[src/rtl/apu_sample_capture.sv]
// rtl/apu_sample_capture.sv - box-filter decimator for N audio channels feeding a FWFT frame FIFO
module apu_sample_capture #(
  parameter int CHANNELS   = 2,
  parameter int SAMPLE_W   = 16,
  parameter int DECIM_LOG2 = 7,
  parameter int FIFO_DEPTH = 16
) (
  input  logic                           clk,
  input  logic                           reset,
  input  logic                           enable,
  input  logic [CHANNELS*SAMPLE_W-1:0]   sample_i,
  output logic                           frame_valid,
  input  logic                           frame_ready,
  output logic [CHANNELS*SAMPLE_W-1:0]   frame_data,
  output logic [$clog2(FIFO_DEPTH):0]    fifo_count,
  output logic                           overflow,
  input  logic                           clear_ovf
);

  localparam int ACC_W   = SAMPLE_W + DECIM_LOG2;
  localparam int PTR_W   = $clog2(FIFO_DEPTH);
  localparam int FRAME_W = CHANNELS * SAMPLE_W;
  localparam logic [DECIM_LOG2-1:0] PHASE_LAST = '1;
  localparam logic [PTR_W:0]        DEPTH_CNT  = FIFO_DEPTH[PTR_W:0];

  logic [DECIM_LOG2-1:0] phase_q, phase_d;
  logic [ACC_W-1:0]      acc_q [CHANNELS];
  logic [ACC_W-1:0]      acc_d [CHANNELS];
  logic [ACC_W-1:0]      sum_w [CHANNELS];
  logic [FRAME_W-1:0]    frame_word;
  logic                  terminal;

  logic [FRAME_W-1:0]    mem_q [FIFO_DEPTH];
  logic [PTR_W-1:0]      wr_ptr_q, rd_ptr_q;
  logic [PTR_W:0]        count_q, count_d;
  logic                  overflow_q, overflow_d;
  logic                  pop, push_ok, full;

  always_comb begin
    terminal   = enable && (phase_q == PHASE_LAST);
    phase_d    = enable ? phase_q + 1'b1 : '0;
    frame_word = '0;
    for (int c = 0; c < CHANNELS; c++) begin
      sum_w[c] = acc_q[c] + {{DECIM_LOG2{sample_i[c*SAMPLE_W+SAMPLE_W-1]}},
                             sample_i[c*SAMPLE_W +: SAMPLE_W]};
      // Top SAMPLE_W bits of the sum are exactly (sum >>> DECIM_LOG2) truncated.
      frame_word[c*SAMPLE_W +: SAMPLE_W] = sum_w[c][DECIM_LOG2 +: SAMPLE_W];
      acc_d[c] = (!enable || terminal) ? '0 : sum_w[c];
    end
  end

  assign full    = (count_q == DEPTH_CNT);
  assign pop     = (count_q != '0) && frame_ready;
  assign push_ok = terminal && (!full || pop);

  always_comb begin
    count_d = count_q;
    case ({push_ok, pop})
      2'b10:   count_d = count_q + 1'b1;
      2'b01:   count_d = count_q - 1'b1;
      default: count_d = count_q;
    endcase
    overflow_d = overflow_q;
    if (terminal && !push_ok) overflow_d = 1'b1;
    else if (clear_ovf)       overflow_d = 1'b0;
  end

  always_ff @(posedge clk or negedge reset) begin
    if (!reset) begin
      phase_q    <= '0;
      wr_ptr_q   <= '0;
      rd_ptr_q   <= '0;
      count_q    <= '0;
      overflow_q <= 1'b0;
      for (int c = 0; c < CHANNELS; c++) acc_q[c] <= '0;
    end else begin
      phase_q    <= phase_d;
      count_q    <= count_d;
      overflow_q <= overflow_d;
      if (push_ok) wr_ptr_q <= wr_ptr_q + 1'b1;
      if (pop)     rd_ptr_q <= rd_ptr_q + 1'b1;
      for (int c = 0; c < CHANNELS; c++) acc_q[c] <= acc_d[c];
    end
  end

  always_ff @(posedge clk) begin
    if (push_ok) mem_q[wr_ptr_q] <= frame_word;
  end

  assign frame_valid = (count_q != '0);
  assign frame_data  = frame_valid ? mem_q[rd_ptr_q] : '0;
  assign fifo_count  = count_q;
  assign overflow    = overflow_q;

endmodule
[config.mk]
export PLATFORM = sky130hd
export DESIGN_NAME = apu_sample_capture
export DESIGN_NICKNAME = d
export VERILOG_FILES = /design/src/rtl/apu_sample_capture.sv
export SDC_FILE = /design/constraint.sdc
export NUM_CORES = 1
export LEC_CHECK = 0
export ABC_AREA = 1
export CAP_MARGIN = 20
export CORE_MARGIN = 2
export CORE_UTILIZATION = 60
export DETAILED_ROUTE_END_ITERATION = 7
export GPL_TIMING_DRIVEN = 0
export PLACE_DENSITY = 0.79
export SYNTH_ARGS = -nofsm -noshare
export SYNTH_HDL_FRONTEND = slang
export SYNTH_SLANG_ARGS = --single-unit
[constraint.sdc]
create_clock -name clk -period 10.5 [get_ports clk]
set_input_delay 2.625 -clock clk [delete_from_list [all_inputs] [get_ports clk]]
set_output_delay 2.625 -clock clk [all_outputs]
set_load 0.05 [all_outputs]
* After elaboration in Yosys (flattened, before gate mapping) *
Memories as Yosys holds them, arrays and structs flattened.
Cells that the tools add are included.

storage, ports and cells
  flip-flop bits (word level) = 67
  bits in writable memories = 512
  input port bits = 37
  word-level logic and storage cells = 40
  memories kept = 1

memories
  memory  depth  width  read ports  clocked after memory_dff  write ports  RTL line  text
  mem_q   16     32     1           0                         1            33        logic [FRAME_W-1:0] mem_q [FIFO_DEPTH];

operators by class
  $add $sub $neg = 7
  equal/unequal tests = 4
  muxes and demuxes = 9
  reduce and logical (&&, ||, !) cells = 12

operators by type and width
  cell                   count
  $add A23 B23 Y23       2
  $mux W23               2
  $mux W32               1
  $pmux W5 S2            1
  $add A4 B1 Y4 const B  2
  $add A7 B1 Y7 const B  1
  $eq A7 B7 Y1 const B   1
  $mux W7                1
  $add A5 B1 Y5 const B  1
  $eq A5 B5 Y1 const B   1
  $reduce_bool A5 Y1     1
  $sub A5 B1 Y5 const B  1
  $logic_and A1 B1 Y1    4
  $mux W1                4
  $reduce_bool A2 Y1     2
  $logic_not A1 Y1       3
  $eq A2 B1 Y1 const B   1
  $eq A2 B2 Y1 const B   1
  $logic_or A1 B1 Y1     2

* Logic depth before layout (Yosys ltp) *
Gate-level depths: netlist of the first run.

  word-level depth = 7
  mapped depth = 18
  depth with buffers taken out = 17

* Worst setup path before layout of the first run *
Ideal clock, no wire load.

  path kind = input to register
  start point = input port enable
  end point = memory mem_q[10][0] in the netlist's numbering, enable pin
  setup time = 0.461 ns
  arrival time = 5.422 ns
  setup slack = 4.617 ns
  stages on the path = 4
  buffers on the path = 2
  cell sequence = clkbuf_1 -> nand3b_1 -> buf_2 -> nor3_1

between the ends
  cells in the longest elaborated chain, start to end = 4

ends and longest elaborated chain
  what                           RTL line  text
  from (decl)                    10        input logic enable,
  $logic_and A1 B1 Y1            40        terminal = enable && (phase_q == PHASE_LAST);
  $logic_and A1 B1 Y1            54        assign push_ok = terminal && (!full || pop);
  $mux W1                        87        if (push_ok) mem_q[wr_ptr_q] <= frame_word;
  $mux W1 (implied by the code)  87
  to (decl)                      33

No other way between the ends.

* Worst setup path in the final report of the first run *
  start point = register rd_ptr_q[2]
  end point = output port frame_data[1]

between the ends
  cells in the longest elaborated chain, start to end = 2

ends and longest elaborated chain
  what                    RTL line  text
  from (decl)             34        logic [PTR_W-1:0] wr_ptr_q, rd_ptr_q;
  from (signal assigned)  81        if (pop) rd_ptr_q <= rd_ptr_q + 1'b1;
  $mem_v2 Z16 W32         -
  $mux W32                91        assign frame_data = frame_valid ? mem_q[rd_ptr_q] : '0;
  to (decl)               14        output logic [CHANNELS*SAMPLE_W-1:0] frame_data,

No other way between the ends.

==> impl_metrics.env, run 1 <==
export IMPL_path_clk_slew_ps=70
export IMPL_start_kind="register"
export IMPL_core_area_mm2=0.0431
export IMPL_wire_per_inst_um=21.3
export IMPL_viasPerCell=5.86
export IMPL_gp_congestion=0.917
export IMPL_cp_top_family="buffers and inverters"
export IMPL_clock_latency_ps=620
export IMPL_ir_drop_uv=181
export IMPL_place_ws_ps=4710
export IMPL_cp_arrival_ps=3950
export IMPL_hold_end="phase_q[0]"
export IMPL_dp_final_hpwl_mm=50.7
export IMPL_drv_slew=0
export IMPL_dr_first_iter_drc_count=2328
export IMPL_grt_pass1_wl_mm=109
export IMPL_ys_types=29
export IMPL_grt_ovfl_total=0
export IMPL_ys_flop_type="edfxtp_1"
export IMPL_cts_buffer_depth=3
export IMPL_ys_ff_latch=579
export IMPL_rows=76
export IMPL_io_pins=76
export IMPL_synth_edf_count=512
export IMPL_path_cells="inv_1, clkbuf_1, clkbuf_1, o31ai_1, a21oi_1, clkdlybuf4s50_1"
export IMPL_yosys_area_top_type="edfxtp_1"
export IMPL_cts_resized=0
export IMPL_worst_pin_slew_ps=1200
export IMPL_synth_commonest_cells="785 x nand2_1, 512 x edfxtp_1, 243 x nor2_1"
export IMPL_min_path_cells=1
export IMPL_crit_type="register to primary output"
export IMPL_ant_nets=0
export IMPL_netlist_instances=2565
export IMPL_placed_area_mm2=0.0284
export IMPL_path_buf_inv=4
export IMPL_finalSetupViolations=0
export IMPL_io_buffers=74
export IMPL_ys_warn_count=0
export IMPL_cts_made_buffers=56
export IMPL_design_area_mm2=0.0302
export IMPL_dieArea_mm2=0.0453
export IMPL_num_vias=19800
export IMPL_rr_startpoint="fifo_count[2]"
export IMPL_grt_setup_unrepaired="false"
export IMPL_ctsHoldBuffers=0
export IMPL_crit_required_ps=7880
export IMPL_clkSinkCount=579
export IMPL_synthArstFlopShare=0.116
export IMPL_drive_above_1_share=0.0785
export IMPL_p_total_mw=6.49
export IMPL_max_freq_mhz=152
export IMPL_diodes=0
export IMPL_tritoncts="done"
export IMPL_fin_skew_ps=14.4
export IMPL_grt_total_usage=0.325
export IMPL_setup_ws_ps=3930
export IMPL_area_growth_pct=15.3
export IMPL_status="finished, final reports clean"
export IMPL_grt_max_degree=37
export IMPL_reg2reg_to="fifo_count[4]"
export IMPL_synth_seq_area_share=0.651
export IMPL_htreeDepth=2
export IMPL_reg2regPathDepth=16
export IMPL_netlist_top_cells_area="edfxtp_1 59%, nand2_1 11%, dfrtp_1 6.4%"
export IMPL_clockRootBuffer="clkbuf_16"
export IMPL_end_kind="primary output"
export IMPL_hp_start="phase_q[0]"
export IMPL_synthMostInstantiatedCell="nand2_1"
export IMPL_synth_area_mm2=0.0262
export IMPL_crit_top_cell="clkbuf_1"
export IMPL_yosys_area_top_type_share=0.587
export IMPL_post_cts_buffers=0
export IMPL_cp_max_fo=10
export IMPL_start_util=0.608
export IMPL_pwr_density_cell_mw_per_mm2=215
export IMPL_hold_violations=0
export IMPL_timing_final_crit_share=0.626
export IMPL_drc=0
export IMPL_cp_slowest_cell="clkdlybuf4s50_1"
export IMPL_antenna_found_initial=0
export IMPL_hold_class="register to register"
export IMPL_syn_area_per_cell_um2=10.2
export IMPL_maxSlewHeadroom=0.201
export IMPL_setup_tns_ps=0
export IMPL_first_pass_iters=6
export IMPL_cp_startpoint="rd_ptr_q[2]"
export IMPL_p_leak_nw=12.2
export IMPL_min_period_ps=6570
export IMPL_final_net_count=2851
export IMPL_die_width_um=213
export IMPL_r2r_slack_ps=7240
export IMPL_grt_pass1_vias=19300
export IMPL_synth_nets=2658
export IMPL_routed_wl_mm=72.3
export IMPL_maxCapViolations=0
export IMPL_cpPeakStageDelay_ps=890
export IMPL_die_y_um=213
## cells in the final DEF (no fill, tap or decap), types with 2 or more instances in the layout
master,synthesis,final
o21ai_0,81,81
clkbuf_8,0,5
nand3b_1,7,7
nor2_1,243,243
clkinv_1,0,12
buf_6,2,51
clkbuf_1,44,56
xnor2_1,12,12
nand4_1,9,9
ha_1,54,54
nor3_2,0,16
clkbuf_16,0,57
xor2_1,15,15
buf_2,43,43
bufinv_16,0,2
inv_6,0,3
nor3_1,26,10
fa_1,2,2
nor2b_1,4,4
buf_1,14,14
nand2_1,785,785
nand3_1,167,167
buf_8,0,6
or2_2,2,2
clkdlybuf4s50_1,0,73
clkinv_2,0,8
edfxtp_1,512,512
inv_1,200,200
a21oi_1,189,189
clkinv_4,0,3
nor3b_1,3,3
o31ai_1,64,64
o21bai_1,2,2
buf_4,14,20
dfrtp_1,67,67
## worst max-delay path by stage
stage | to | slack, ps | cells after the start
floorplan | mem_q[10][0] | 4620 | 4
global placement | mem_q[15][9] | 1380 | 5
detailed placement | frame_data[1] | 4710 | 6
CTS | frame_data[1] | 4050 | 6
global route | frame_data[1] | 3910 | 6
finish | frame_data[1] | 3930 | 6
## cell type report
cell class / instances / area (µm²)
fill: 2987 / 12900
tap: 585 / 732
inverter: 201 / 757
clock buffer: 74 / 1540
timing repair buffer: 135 / 1440
sequential: 579 / 17100
clock inverter: 29 / 205
multi-input combinational: 1668 / 7900
buffer: 117 / 561
## through the flow
| step | hold slack (ps) | util | std cells |
|---|---|---|---|
| 6_report | 451 | 0.701 | 3388 |
| 2_1_floorplan | 429 | - | 2565 |
| 4_1_cts | 461 | 0.700 | 3387 |
| 3_3_place_gp | 446 | 0.642 | 3224 |
| 5_1_grt | 484 | 0.701 | 3388 |
| 3_5_place_dp | 452 | 0.660 | 3284 |
## registers in the layout, summed over array words and instances (netlist names)
name        count
phase_q         7
wr_ptr_q        4
rd_ptr_q        4
overflow        1
fifo_count      5
mem_q         512
acc_q          46
## layer usage
| layer | GRT usage | routed length [µm] |
|---|---|---|
| met2 | 0.531 | 34200 |
| met5 | 0 | 0 |
| met3 | 0.0593 | 7890 |
| met1 | 0.419 | 26300 |
| met4 | 0.166 | 3900 |
## logic make-up (layout without fill, tap and decap cells)
group	Yosys count	count (layout)	synth area share
flip-flops	579	579	0.651
AND/OR/NAND/NOR	1249	1249	0.192
XOR/XNOR	27	27	0.00903
adder cells (fa/ha/maj)	56	56	0.0273
buffers and inverters	318	556	0.0503
AO/OA/AOI/OAI	336	336	0.0705
## where the power goes
| part | leakage [nW] | switching [mW] | internal (mW) |
|---|---|---|---|
| clock network | 0.857 | 0.866 | 1.08 |
| registers | 5.44 | 0.0249 | 3.12 |
| logic | 5.92 | 1.09 | 0.320 |
| total | 12.2 | 1.98 | 4.51 |
(Power assumes the default switching activity.)
==> inputs of run 2 (changes only) <==
--- a/config.mk
+++ b/config.mk
@@ -8,10 +8,10 @@
 export ABC_AREA = 1
 export CAP_MARGIN = 20
 export CORE_MARGIN = 2
-export CORE_UTILIZATION = 60
+export CORE_UTILIZATION = 56
 export DETAILED_ROUTE_END_ITERATION = 7
 export GPL_TIMING_DRIVEN = 0
-export PLACE_DENSITY = 0.79
+export PLACE_DENSITY = 0.77
 export SYNTH_ARGS = -nofsm -noshare
 export SYNTH_HDL_FRONTEND = slang
 export SYNTH_SLANG_ARGS = --single-unit
==> constraint.sdc (replaced) <==
create_clock -name clk -period 5.3 [get_ports clk]
set_input_delay 1.325 -clock clk [delete_from_list [all_inputs] [get_ports clk]]
set_output_delay 1.325 -clock clk [all_outputs]
set_load 0.05 [all_outputs]
==> run 2 against run 1 <==
  * Final area rose by 0.20%
  * Clock power rose by 100%
  * Sequential power increased by 98%
  * Non-clock buffer count did not move
  * Worst setup slack lost 3900 ps
  * Largest power group unchanged
  * First-iteration DRC count fell by 1.3%
==> impl_metrics.env, run 2 (same netlist as run 1, synthesis figures left out) <==
export IMPL_status="finished, final reports clean"
export IMPL_clkSinkCount=579
export IMPL_top_register="mem_q"
export IMPL_worst_pin_slew_ps=1090
export IMPL_p_seq_frac=0.480
export IMPL_max_freq_mhz=190
export IMPL_fin_cells=3402
export IMPL_drive_above_1_share=0.0766
export IMPL_place_ws_ps=744
export IMPL_dieArea_mm2=0.0485
export IMPL_setup_tns_ps=0
export IMPL_dp_cells=3305
export IMPL_grt_total_usage=0.305
export IMPL_pwr_density_cell_mw_per_mm2=429
export IMPL_rr_startpoint="phase_q[0]"
export IMPL_io_buffers=74
export IMPL_dr_first_iter_drc_count=2297
export IMPL_viasPerCell=5.84
export IMPL_dp_final_hpwl_mm=51.5
export IMPL_utilization=0.652
export IMPL_reg2reg_to="mem_q[10][2]"
export IMPL_largest_reg_flops=512
export IMPL_htreeDepth=2
export IMPL_whs_ps=465
export IMPL_p_clk_frac=0.303
export IMPL_pwr_share_comb=0.217
export IMPL_finalSetupViolations=0
export IMPL_min_period_ps=5270
export IMPL_clockRootBuffer="clkbuf_16"
export IMPL_grt_max_degree=43
export IMPL_antenna_found_initial=0
export IMPL_gp_congestion=0.912
export IMPL_ctsHoldBuffers=0
export IMPL_power_switching_mw=3.88
export IMPL_final_net_count=2849
export IMPL_power_internal_mw=9.09
export IMPL_cts_buffer_depth=3
export IMPL_io_pins=76
export IMPL_placed_area_mm2=0.0284
export IMPL_first_pass_iters=6
export IMPL_cp_arrival_ps=3950
export IMPL_layout_common_cells="785 x nand2_1, 512 x edfxtp_1, 243 x nor2_1, 200 x inv_1, 189 x a21oi_1"
export IMPL_wire_per_inst_um=21.4
export IMPL_switching_share=0.299
export IMPL_p_total_mw=13.0
export IMPL_routed_wl_mm=73.0
export IMPL_cp_startpoint="rd_ptr_q[0]"
export IMPL_tritoncts="done"
export IMPL_grt_pass1_vias=19500
export IMPL_die_y_um=220
export IMPL_die_width_um=220
export IMPL_reg2regPathDepth=10
export IMPL_ant_nets=0
export IMPL_ir_drop_uv=251
export IMPL_critPathCapture="frame_data[28]"
export IMPL_end_kind="primary output"
export IMPL_final_common_cell="nand2_1"
export IMPL_hold_class="register to register"
export IMPL_design_area_mm2=0.0302
export IMPL_cts_resized=0
export IMPL_grt_pass1_wl_mm=110
export IMPL_grt_ovfl_total=0
export IMPL_crit_required_ps=3970
export IMPL_core_area_mm2=0.0464
export IMPL_drv_slew=0
export IMPL_cp_max_fo=10
export IMPL_reg_top3="mem_q: 512 flops, acc_q: 46 flops, phase_q: 7 flops"
export IMPL_post_cts_buffers=0
export IMPL_cts_made_buffers=54
export IMPL_fin_skew_ps=18.4
export IMPL_setup_ws_ps=27.0
export IMPL_clock_latency_ps=610
export IMPL_path_clk_slew_ps=60
export IMPL_rows=79
export IMPL_crit_type="register to primary output"
export IMPL_num_vias=19900
export IMPL_area_growth_pct=15.5
export IMPL_grt_setup_unrepaired="false"
export IMPL_timing_final_crit_share=0.995
export IMPL_r2r_slack_ps=2040
export IMPL_start_util=0.565
export IMPL_start_kind="register"
export IMPL_maxSlewHeadroom=0.269
export IMPL_maxCapViolations=0
export IMPL_hold_violations=0
export IMPL_drc=0
export IMPL_p_leak_nw=12.2
[run 2: changes by cell type in the layout (fill, tap and decap cells not counted), sizes merged]
cell	change
buf	-1
bufinv	+6
diode	+1
clkbuf	-8
clkinvlp	+3
inv	-2
clkinv	-7
[run 2: power by group through the flow]
stage                     logic (mW)  registers, mW  clock network [mW]
final                           2.81           6.22                3.94
after detailed placement        2.74           6.32                   0
after global placement          2.57           6.32                   0
after global routing            3.15           6.24                4.10
after CTS                       2.75           6.23                3.94
after floorplan                 1.73           6.28                   0
[run 2: area by class of cell]
type                    instances  area, µm²
clock inverters                29        343
clock buffers                  65       1420
fillers                      3425      16100
multi-input cells            1668       7900
inverters                     201        757
flip-flops and latches        579      17100
diodes                          1       2.50
well taps                     607        759
repair buffers                135       1440
plain buffers                 117        562
[run 2: worst min path at each step]
stage / from / end / slack [ps] / cells after the start
finish: phase_q[0] / phase_q[0] / 460 / 1
global route: phase_q[2] / phase_q[2] / 510 / 1
CTS: phase_q[0] / phase_q[0] / 470 / 1
detailed placement: phase_q[0] / phase_q[0] / 470 / 1
global placement: phase_q[0] / phase_q[0] / 440 / 1
floorplan: phase_q[0] / phase_q[0] / 430 / 1
[run 2: worst max-delay path, cell delays in order (launching register included)]
cell,delay (ps)
dfrtp_1,710
buf_4,310
clkbuf_1,530
nand2_1,130
nand3_1,130
nand2_1,70
a21oi_1,160
o31ai_1,110
a21oi_1,310
clkdlybuf4s50_1,870
[run 2: per-layer routing]
metal	GRT usage	up-vias	part of all wire
li1	-	9049	-
met1	0.379	9441	0.36
met2	0.519	1147	0.49
met3	0.0526	221	0.10
met4	0.149	0	0.046
met5	0	-	0
==> RTL edit 1 (flow settings as in run 1) <==
Put one more register stage on the output `fifo_count`, cleared by the reset. The value now appears one clock later. The other outputs are not delayed to match.
--- a/src/rtl/apu_sample_capture.sv
+++ b/src/rtl/apu_sample_capture.sv
@@ -89,7 +89,13 @@
 
   assign frame_valid = (count_q != '0);
   assign frame_data  = frame_valid ? mem_q[rd_ptr_q] : '0;
-  assign fifo_count  = count_q;
+  always_ff @(posedge clk or negedge reset) begin
+    if (!reset) begin
+      fifo_count <= '0;
+    end else begin
+      fifo_count <= count_q;
+    end
+  end
   assign overflow    = overflow_q;
 
 endmodule
Function: no difference found for any inputs over 10 cycles, from zero or initial values and one cycle with reset low; that may be too few to reach the edited logic, so the function may still have changed.
==> RTL edit 1 against run 1 <==
Count of clock-buffer cells in the layout decreased by 2. Worst setup slack got worse by 0.23 ns. Synthesized area is 0.25% higher. Sequential cell count up 5. Design area shrank 0.17%. Total power increased by 1.8%. Wire length grew 1.8%. Critical endpoint is now frame_data[28].
==> RTL edit 1: results (changes against run 1) <==
----------------------------------------------------
[Outcome]
  Outcome ... finished, final reports clean

[Layout]
  Fraction of final layout cells sized beyond drive strength 1 ... 6.62% (-1.2 points)
  Filler cell count in the final layout ... 3025 (+1.3%)
  Top reg by flops ... mem_q
  Biggest registers after layout ... mem_q (512), acc_q (46), phase_q (7)
  Post-layout nets ... 2797 (-1.9%)

[Global route]
  First-pass GRT wire length ... 111000 microns (+1.7%)
  Total routing resource utilization after global routing ... 33.0% (+0.56 points)
  Largest net degree at the start of global routing ... 62 (+68%)
  Number of antenna violations at the first check in global routing ... 0 (unchanged)
  Overflow left after global routing ... 0 (unchanged)
  Via count of the first global-routing pass ... 19400 (+0.87%)

[Worst setup path]
  Reg-to-reg slack, setup ... 7.52 ns (+0.28 ns)
  Worst stage delay on the critical path ... 0.91 ns (+0.02 ns)
  Endpoint arrival time on the critical path ... 4.17 ns (+0.22 ns)
  Worst-path fanout max ... 10 (unchanged)
  Cell at the slowest stage of the critical path ... sky130_fd_sc_hd__clkdlybuf4s50_1
  Critical path's top delay family ... buffers and inverters

[Timing]
  Tightest slew margin relative to the limit ... 30.7% (+11 points)
  Final setup skew ... 0.0282 ns (+0.0138 ns)
  Least setup slack across all paths after layout ... 3.70 ns (-0.227 ns)

[Logic synthesis]
  YS warnings ... 0 (unchanged)
  Sequential cell area fraction in the yosys report ... 65.4% (+0.32 points)
  Number of distinct library cells after synthesis ... 33 (+14%)
  Fraction of synthesis flops using an asynchronous set or reset pin ... 12.3% (+0.76 points)
  Largest cells by area after synthesis ... sky130_fd_sc_hd__edfxtp_1, sky130_fd_sc_hd__nand2_1, sky130_fd_sc_hd__dfrtp_1
  Ranking of synthesized cells by instance count ... sky130_fd_sc_hd__nand2_1, sky130_fd_sc_hd__edfxtp_1, sky130_fd_sc_hd__nor2_1, sky130_fd_sc_hd__a21oi_1, sky130_fd_sc_hd__inv_1
  Number of nets produced by synthesis ... 2643 (-0.56%)

[Clock tree]
  Clock transition time at the flip-flop clock pins of the worst setup and hold paths ... 0.06 ns
  Root buffer cell ... sky130_fd_sc_hd__clkbuf_16
  Total CTS buffers ... 56 (unchanged)
  Insertion delay of the later-clocked pin in the worst-skew pair ... 0.64 ns (+0.02 ns)
  H-tree depth ... 2 (unchanged)
  Clk buf depth ... 3 (unchanged)

[Placed design]
  DP Wirelength ... 49900 microns (-1.6%)
  Placed Instance Area ... 28300 sq um (-0.54%)
  Worst slack, placed ... 4.58 ns (-0.137 ns)
  Final RePlAce weighted congestion ... 0.883 (-3.7%)
  Port Buffer Count ... 75 (+1.4%)

[Drt]
  Number of vias per cell ... 5.98 (+2.0%)
  Wire length reported by the detailed router ... 73600 microns (+1.8%)
  Starting DRC count in detailed routing ... 2404 (+3.3%)
  Iteration count of the initial detailed-routing pass ... 6 (unchanged)

[Min path]
  Worst Hold Class ... reg2reg

[Floorplanning]
  Core Footprint ... 43200 sq um (+0.22%)

[Power and ir drop]
  Leakage ... 12.2 nW (-0.55%)
  Max rail drop VDD ... 161 uV (-11%)
  Sw Ratio ... 30.2% (-0.29 points)

----------------------------------------------------
==> RTL edit 1: cell count changes after synthesis, moves of 3 or more <==
cell | run 1 | this run
sky130_fd_sc_hd__nor3_1 | 26 | 6
sky130_fd_sc_hd__inv_1 | 200 | 193
sky130_fd_sc_hd__o21ai_0 | 81 | 74
sky130_fd_sc_hd__buf_2 | 43 | 37
sky130_fd_sc_hd__a21oi_1 | 189 | 194
sky130_fd_sc_hd__dfrtp_1 | 67 | 72
sky130_fd_sc_hd__nand3_1 | 167 | 170
==> RTL edit 1: through the flow <==
| stage | power, W | hold slack (ns) | utilization [%] | instances |
|---|---|---|---|---|
| 6_report | 0.00661 | 0.410 | 69.8 | 3336 |
| 5_1_grt | 0.00686 | 0.426 | 69.8 | 3336 |
| 4_1_cts | 0.00659 | 0.410 | 69.8 | 3336 |
| 3_5_place_dp | 0.00455 | 0.383 | 65.5 | 3231 |
| 3_3_place_gp | 0.00448 | 0.394 | 64.2 | 3210 |
| 2_1_floorplan | 0.00405 | 0.374 | - | 2550 |
==> RTL edit 1: cells by family after synthesis <==
logic type,count (synthesis),share of synthesized area [%]
xor gates and xnor gates,29,0.968
buffers and inverters,307,4.83
and+or+nand+nor,1239,19.0
AOI/OAI and AO/OA,335,7.02
adders and majority gates,56,2.75
DFF,584,65.4
==> RTL edit 1: power groups by stage <==
stage	combinational (W)	clock, W	sequential (W)
global route	0.00155	0.00215	0.00316
CTS	0.00137	0.00207	0.00315
global placement	0.00128	0	0.00320
finish	0.00140	0.00207	0.00315
floorplan	0.000864	0	0.00318
detailed placement	0.00136	0	0.00320
==> RTL edit 1: area by class of cell <==
class	instances	area (sq um)	area share (%)
sequential	584	17200	57.0
multi-input combinational	1659	7930	26.3
clock buffer	72	1490	4.95
timing repair buffer	96	1170	3.89
tap	585	732	2.43
inverter	194	731	2.43
buffer	113	538	1.79
clock inverter	33	364	1.21
==> RTL edit 1: final timing paths <==
| path | startpoint | endpoint | depth (start not counted) |
|---|---|---|---|
| worst max-delay path | rd_ptr_q[0] | frame_data[28] | 9 |
| worst min-delay path | count_q[4] | fifo_count[4] | 0 |
| worst max register to register | phase_q[0] | mem_q[11][7] | 8 |
| worst min register to register | count_q[4] | fifo_count[4] | 0 |
| max in group asynchronous | reset | acc_q[4] | 2 |
| min in group asynchronous | reset | count_q[3] | 1 |
==> RTL edit 1: routing by layer <==
layer | global-route usage, % | wire [microns]
met3 | 5.68 | 7770
met2 | 55.3 | 35400
met5 | 0 | 0
met4 | 16.3 | 3770
met1 | 42.0 | 26700
==> RTL edit 2 (config.mk and constraints of run 1) <==
Made on the original files. `DECIM_LOG2`: 7 -> 6.
--- a/src/rtl/apu_sample_capture.sv
+++ b/src/rtl/apu_sample_capture.sv
@@ -2,7 +2,7 @@
 module apu_sample_capture #(
   parameter int CHANNELS   = 2,
   parameter int SAMPLE_W   = 16,
-  parameter int DECIM_LOG2 = 7,
+  parameter int DECIM_LOG2 = 6,
   parameter int FIFO_DEPTH = 16
 ) (
   input  logic                           clk,
Function: no difference found for any inputs over 10 cycles, from zero or initial values and one cycle with reset low; that may be too few to reach the edited logic, so the function may still have changed.
==> RTL edit 2 against run 1 <==
Non-clock buffer count shrank 45. Clock skew is 0.0037 ns higher. Worst setup slack worse by 0.031 ns. Sequential cell count is 3 lower. Synthesized cell count decreased by 4.2%. Synthesized area is 1.8% lower. Critical path type unchanged. Wire length shrank 1.0%. Utilization about the same. Cell count fell by 5.6%. Design area decreased by 2.2%.
Power is not compared: it rests on default switching activity, and its combinational part moved more than twofold at a synthesized area within 25%.
==> RTL edit 2: results (changes against run 1) <==
----------------------------------------------------
[Global route]
  Total routing resource utilization after global routing ... 32.5% (+0.063 points)
  Via count of the first global-routing pass ... 19000 (-1.2%)
  Largest net degree at the start of global routing ... 35 (-5.4%)
  First-pass GRT wire length ... 107000 microns (-1.1%)
  Number of antenna violations at the first check in global routing ... 0 (unchanged)

[Layout]
  Biggest registers after layout ... mem_q (512), acc_q (44), phase_q (6)
  Fraction of final layout cells sized beyond drive strength 1 ... 7.26% (-0.59 points)
  Filler cell count in the final layout ... 2950 (-1.2%)
  Post-layout nets ... 2701 (-5.3%)

[Drt]
  Starting DRC count in detailed routing ... 2270 (-2.5%)
  Average routed wire per standard cell ... 22.4 microns (+4.9%)
  Iteration count of the initial detailed-routing pass ... 8 (+2)
  Number of vias per cell ... 6.01 (+2.7%)

[Clock tree]
  Buffers inserted during post-CTS setup optimization ... 0 (unchanged)
  Clock transition time at the flip-flop clock pins of the worst setup and hold paths ... about 0.060 ns
  Post-CTS resize count ... 0 (unchanged)
  Clk buf depth ... 3 (unchanged)

[Worst setup path]
  Worst stage delay on the critical path ... 0.87 ns (-0.02 ns)
  Reg-to-reg slack, setup ... 7.42 ns (+0.18 ns)
  Worst-path fanout max ... 10 (unchanged)
  Endpoint arrival time on the critical path ... 3.98 ns (+0.03 ns)

[Placed design]
  DP Wirelength ... 48000 microns (-5.4%)
  Final RePlAce weighted congestion ... 0.900 (-1.9%)
  Port Buffer Count ... 75 (+1.4%)

[Logic synthesis]
  Ranking of synthesized cells by instance count ... sky130_fd_sc_hd__nand2_1, sky130_fd_sc_hd__edfxtp_1, sky130_fd_sc_hd__nor2_1, sky130_fd_sc_hd__a21oi_1, sky130_fd_sc_hd__nand3_1
  Largest cells by area after synthesis ... sky130_fd_sc_hd__edfxtp_1, sky130_fd_sc_hd__nand2_1, sky130_fd_sc_hd__dfrtp_1
  Compound-cell area share of the yosys netlist ... 7.42% (+0.37 points)
  YS warnings ... 0 (unchanged)
  Fraction of synthesis flops using an asynchronous set or reset pin ... 11.1% (-0.46 points)
  Sequential cell area fraction in the yosys report ... 66.0% (+0.89 points)
  Number of nets produced by synthesis ... 2548 (-4.1%)
  Post-Synth Adder-Cell Area ... 2.71% (-0.019 points)
  Number of distinct library cells after synthesis ... 36 (+24%)
  Xor and xnor fraction of the mapped netlist area ... 0.987% (+0.084 points)

[Outcome]
  Outcome ... finished, final reports clean

[Timing]
  Final setup skew ... 0.0182 ns (+0.00374 ns)
  Tightest slew margin relative to the limit ... 25.7% (+5.6 points)

[Power and ir drop]
  Max rail drop VDD ... 190 uV
  Cell-internal power ... approximately 0.0054 W

----------------------------------------------------
## RTL edit 2: cell count changes in the layout (fill, tap and decap cells not counted), sizes merged, moves of 3 or more
cell / change
nand2: -49
buf: -48
inv: -41
nor3: -19
a21oi: +11
clkbuf: +10
nor2: -6
o21ai: -6
clkinv: -5
nand3: +4
dfrtp: -3
ha: -3
nor3b: -3
o21bai: +3
## RTL edit 2: worst paths after layout
kind | end | cells past startpoint | startpoint
worst max-delay path | frame_data[23] | 7 | rd_ptr_q[2]
worst min-delay path | phase_q[0] | 1 | phase_q[0]
worst max register to register | mem_q[8][0] | 8 | acc_q[22]
worst min register to register | phase_q[0] | 1 | phase_q[0]
max in group asynchronous | acc_q[36] | 2 | reset
min in group asynchronous | phase_q[5] | 1 | reset
## RTL edit 2: per-layer routing
layer / wire length [microns] / vias up / track usage (%)
met2: 33800 / 1222 / 53.6
met4: 3740 / 0 / 17.5
met3: 7440 / 273 / 5.14
met5: 0 / - / 0
met1: 26600 / 9037 / 41.8
li1: - / 8694 / -
## RTL edit 2: final cells by class
class	instances	area, sq um	area share [%]
plain buffers	112	539	1.83
well taps	539	674	2.29
repair buffers	95	1170	3.96
clock inverters	24	228	0.772
multi-input cells	1606	7720	26.2
flip-flops and latches	576	17000	57.5
inverters	163	614	2.08
clock buffers	82	1590	5.39
## RTL edit 2: stage by stage
stage	hold WS, ns	area (sq um)	utilization, %	worst slack [ns]	instances
after floorplan	0.428	25700	-	5.38	2457
after global placement	0.444	27100	64.4	3.06	3071
after detailed placement	0.452	27700	65.7	4.64	3089
after CTS	0.496	29500	70.0	3.94	3195
after global routing	0.541	29500	70.0	3.92	3197
final	0.483	29500	70.0	3.90	3197
